<file path="config.mk">
export PLATFORM = sky130hd
export DESIGN_NAME = demux4_registered
export DESIGN_NICKNAME = d
export VERILOG_FILES = /design/src/rtl/demux4_registered.sv
export SDC_FILE = /design/constraint.sdc
export NUM_CORES = 1
export LEC_CHECK = 0
export BUFFER_PORTS_ARGS = -buffer_cell sky130_fd_sc_hd__buf_4
export CAP_MARGIN = 25
export CORE_MARGIN = 3
export CORE_UTILIZATION = 28
export CTS_CLUSTER_SIZE = 40
export DETAILED_ROUTE_END_ITERATION = 10
export GPL_TIMING_DRIVEN = 0
export SLEW_MARGIN = 10
export SYNTH_ARGS = -nofsm -noshare
export SYNTH_HDL_FRONTEND = slang
export SYNTH_SLANG_ARGS = --single-unit
</file>
<file path="constraint.sdc">
create_clock -name clk -period 3.1 [get_ports clk]
set_input_delay 0.155 -clock clk [delete_from_list [all_inputs] [get_ports clk]]
set_output_delay 0.155 -clock clk [all_outputs]
set_load 0.01 [all_outputs]
</file>
<file path="src/rtl/demux4_registered.sv">
// demux4_registered: registered 1-to-4 demux, one holding register per channel,
// steered by an explicit select or round-robin, with saturating per-channel word counts.
module demux4_registered #(
    parameter int WIDTH = 8,
    parameter int CNT_W = 16
) (
    input  logic             clk,
    input  logic             rst,
    input  logic             in_valid,
    output logic             in_ready,
    input  logic [WIDTH-1:0] in_data,
    input  logic [1:0]       sel,
    input  logic             rr_mode,
    output logic [3:0]       out_valid,
    input  logic [3:0]       out_ready,
    output logic [WIDTH-1:0] out_data0,
    output logic [WIDTH-1:0] out_data1,
    output logic [WIDTH-1:0] out_data2,
    output logic [WIDTH-1:0] out_data3,
    output logic [CNT_W-1:0] xfer_cnt0,
    output logic [CNT_W-1:0] xfer_cnt1,
    output logic [CNT_W-1:0] xfer_cnt2,
    output logic [CNT_W-1:0] xfer_cnt3,
    output logic [1:0]       rr_ptr
);
    logic [1:0]       dest;
    logic             accept;
    logic [WIDTH-1:0] data [4];
    logic [CNT_W-1:0] cnt [4];

    assign dest     = rr_mode ? rr_ptr : sel;
    // A full channel can still take a word in the cycle its consumer drains it.
    assign in_ready = rst || !out_valid[dest] || out_ready[dest];
    assign accept   = in_valid && in_ready;

    assign out_data0 = data[0];
    assign out_data1 = data[1];
    assign out_data2 = data[2];
    assign out_data3 = data[3];
    assign xfer_cnt0 = cnt[0];
    assign xfer_cnt1 = cnt[1];
    assign xfer_cnt2 = cnt[2];
    assign xfer_cnt3 = cnt[3];

    always_ff @(posedge clk) begin
        if (rst) begin
            out_valid <= '0;
            rr_ptr    <= '0;
            for (int n = 0; n < 4; n++) begin
                data[n] <= '0;
                cnt[n]  <= '0;
            end
        end else begin
            for (int n = 0; n < 4; n++) begin
                if (accept && dest == 2'(n)) begin
                    data[n]      <= in_data;
                    out_valid[n] <= 1'b1;
                    if (cnt[n] != '1)
                        cnt[n] <= cnt[n] + 1'b1;
                end else if (out_ready[n]) begin
                    out_valid[n] <= 1'b0;
                end
            end
            if (accept && rr_mode)
                rr_ptr <= rr_ptr + 2'd1;
        end
    end
endmodule

</file>
==> metrics.csv <==
stage,metric,value,unit
placement,placed insts,797,
critical_path,"Top cell by count, worst path",buf_2,
critical_path,crit path kind,reg -> reg,
synth,Syn Std Cell Area,5180,µm²
power,VDD IR-drop max,292,µV
critical_path,WP data arrival,2.84,ns
global_route,global-route wire length before repair,21100,µm
critical_path,CP max FO,16,
critical_path,Setup crit start,rr_ptr[0]$_SDFFE_PP0P_,
floorplanning,die area,20200,µm²
timing,Peak Freq,350,MHz
critical_path,crit-path cells,buf_2 > mux2i_1 > mux4_2 > inv_2 > nor2_1 > buf_2 > o31ai_4,
global_route,vias in the first global route,3992,
timing,Clock Skews,0.00906,ns
floorplanning,effective utilization at floorplan,28.7,%
drt,drt pass-1 iters,4,
floorplanning,Die H,142,µm
timing,Tcrit/Tclk final,92.2,%
clocking,post-CTS setup buffers,0,
synth,"Seq/Total Area, Yosys",57.9,%
hold_path,Hold Path Class,in -> reg,
critical_path,cell family with the largest share of critical-path delay,multiplexers,
layout,"non-filler cells, final",816,
drt,DRC viols,0,
clocking,H-tree lvl count,3,
run_status,outcome,completed,
drt,initial DRC count,172,
timing,final slew viol count,0,
floorplanning,Die X,142,µm
critical_path,Critical Path Stages,7,
clocking,Worst-Skew Late Latency,0.35,ns
layout,Multi-input gate area,2040,µm²
drt,WL per Instance,16.5,µm
synth,"FF+latch count, synth",102,
synth,synth warn,0,
timing,Slew @ Worst Pin,0.865,ns
synth,synth top area cells,"edfxtp_1, nor3_2, xnor2_1, xor2_1, nor3_1",
power,pwr dens,472,nW/µm²
synth,Synth cell types,38,
layout,number of diodes,0,
floorplanning,Core Area,18100,µm²
synth,Post-synth EDFFs,96,
clocking,# clock sinks,102,
clocking,Worst-path clk slew,0.07,ns
global_route,all-layer global routing usage,13.3,%
timing,relative slew slack,42.3,%
critical_path,slowest CP cell,o31ai_4,
clocking,Root Driver,clkbuf_16,
drt,"antenna viol nets, final",0,
critical_path,crit start category,flop,
global_route,GRT Residual Overflow,0,
synth,Synthesized Nets,471,
critical_path,Reg2Reg Depth,7,
synth,Post-Synthesis Cells,449,
synth,syn avg cell area,11.5,µm²
floorplanning,IO Count,121,
clocking,post-cts resize count,0,
power,Pleak,0.00238,µW
floorplanning,row count,49,
layout,layout cells sized above 1,32.9,%
synth,share of the synthesized area in the top cell type,55.6,%
placement,port bufs,119,
global_route,initial antenna violation count,0,
critical_path,R2R Path End,cnt[1][11]$_SDFFCE_PN0P_,
placement,DP Wirelength,10100,µm
drt,via count,3928,
timing,final setup vio count,0,
clocking,cts bufs inserted,9,
synth,top cell type by total area after synthesis,edfxtp_1,
layout,sequential cell area,3000,µm²
placement,Area after DPL,6410,µm²
timing,final hold vios,0,
placement,GPL Wtd Cong,0.844,
critical_path,WP data required,3.08,ns
clocking,"Hold-fix buffers, CTS",0,
critical_path,type of destination of the critical path,flop,
clocking,CTS tree,done,
critical_path,crit path to,cnt[1][11]$_SDFFCE_PN0P_,
global_route,largest net degree at the start of global routing,17,
layout,cell area after layout,6690,µm²
critical_path,Slowest Stage Delay on Critical Path,0.71,ns
layout,FILL cells,1780,
timing,unrepaired setup endpoints after global routing,no,
layout,Final nets,604,
clocking,clock tree buffer depth,2,
critical_path,reg2reg setup slack,0.24,ns
layout,"Area growth, synth to finish",29.1,%
synth,asr flop ratio synth,0,%
drt,WL final,13500,µm
critical_path,worst r2r src,rr_ptr[0]$_SDFFE_PP0P_,
timing,Final Critical Period,2.86,ns
drt,vias per cell,4.81,
synth,Synth Flop Type,edfxtp_1,
critical_path,WP buf/inv,3,
flow_run,max_cap viols,0,
layout,fin util,37.0,%
==> power by group <==
group / switching, µW / internal [µW]
Clock: 495 / 563
Sequential: 77.8 / 1590
Combinational: 247 / 181
Total: 820 / 2340
==> logic make-up (layout without fill, tap and decap cells) <==
kind of cell | after synthesis | after routing | synth area share, %
AO/OA/AOI/OAI | 28 | 28 | 3.79
AND/OR/NAND/NOR | 216 | 216 | 23.1
XOR/XNOR | 56 | 56 | 9.46
flip-flops | 102 | 102 | 57.9
multiplexers | 5 | 5 | 1.25
adder cells (fa/ha/maj) | 4 | 4 | 0.965
buffers and inverters | 38 | 176 | 3.55
==> worst reg2reg max path, delay by kind of cell (launching register included) <==
kind,cells,cell delay [ns]
flip-flops,1,0.31
multiplexers,2,0.79
AO/OA/AOI/OAI,1,0.71
AND/OR/NAND/NOR,1,0.13
buffers and inverters,3,0.54
==> worst min-delay path by stage <==
stage,start,to,slack [ns],cells after the start
finish,out_ready[0],out_valid[0]$_SDFFE_PP0P_,0.07,4
global placement,out_ready[0],out_valid[0]$_SDFFE_PP0P_,0.44,4
global route,out_ready[0],out_valid[0]$_SDFFE_PP0P_,0.09,4
floorplan,out_ready[0],out_valid[0]$_SDFFE_PP0P_,0.33,3
CTS,out_ready[0],out_valid[0]$_SDFFE_PP0P_,0.06,4
detailed placement,out_ready[0],out_valid[0]$_SDFFE_PP0P_,0.44,4
==> per-layer routing <==
metal / vias up / global-route usage, % / share of wire [%]
li1: 1910 / - / -
met1: 1877 / 16.4 / 43
met2: 125 / 22.3 / 48
met3: 16 / 3.73 / 6.5
met4: 0 / 4.85 / 1.9
met5: - / 0 / 0
==> sequential cells by signal, summed over array words and instances, names as in the netlist <==
signal     flops
cnt           64
data          32
out_valid      4
rr_ptr         2
==> cell type report <==
type	count	area share [%]
Sequential cell	102	44.9
Multi-Input combinational cell	309	30.5
Timing Repair Buffer	122	13.6
Tap cell	229	4.28
Clock buffer	12	3.68
Buffer	22	1.85
Inverter	16	0.897
Clock inverter	4	0.336
==> per-stage QoR <==
step	TNS (ns)	setup WS, ns	power, µW	hold WS [ns]
detailed placement	0	0.0792	2130	0.440
global placement	-32.39	-0.761	2120	0.439
CTS	0	0.0322	3190	0.0550
finish	0	0.243	3160	0.0665
global route	0	0.0178	3310	0.0947
floorplan	-1.38	-0.0431	1910	0.333
==> synthesized netlist by cell type, types with 3 or more instances <==
master    number
nor3_1        48
buf_2          9
edfxtp_1      96
and3_1         6
nand4_1       14
nor4_1         3
buf_6          4
ha_1           4
nor3b_1        4
xnor2_1       28
o21ai_0        9
inv_1         15
o31ai_1        4
nand3_1       24
nor3_2        30
a31o_2         3
xor2_1        28
clkbuf_1       7
nor2_1        47
dfxtp_1        6
nand2_1       32
and4_1         5
==> cells in the final DEF, fill, tap and decap left out, types with 12 or more instances in the layout <==
cell type / n
nor2_1: 47
inv_1: 15
nand3_1: 24
nand4_1: 14
nand2_1: 32
buf_4: 119
xnor2_1: 28
nor3_2: 30
xor2_1: 28
nor3_1: 48
edfxtp_1: 96
buf_2: 12
No activity file was read; power rests on OpenSTA's default activity.
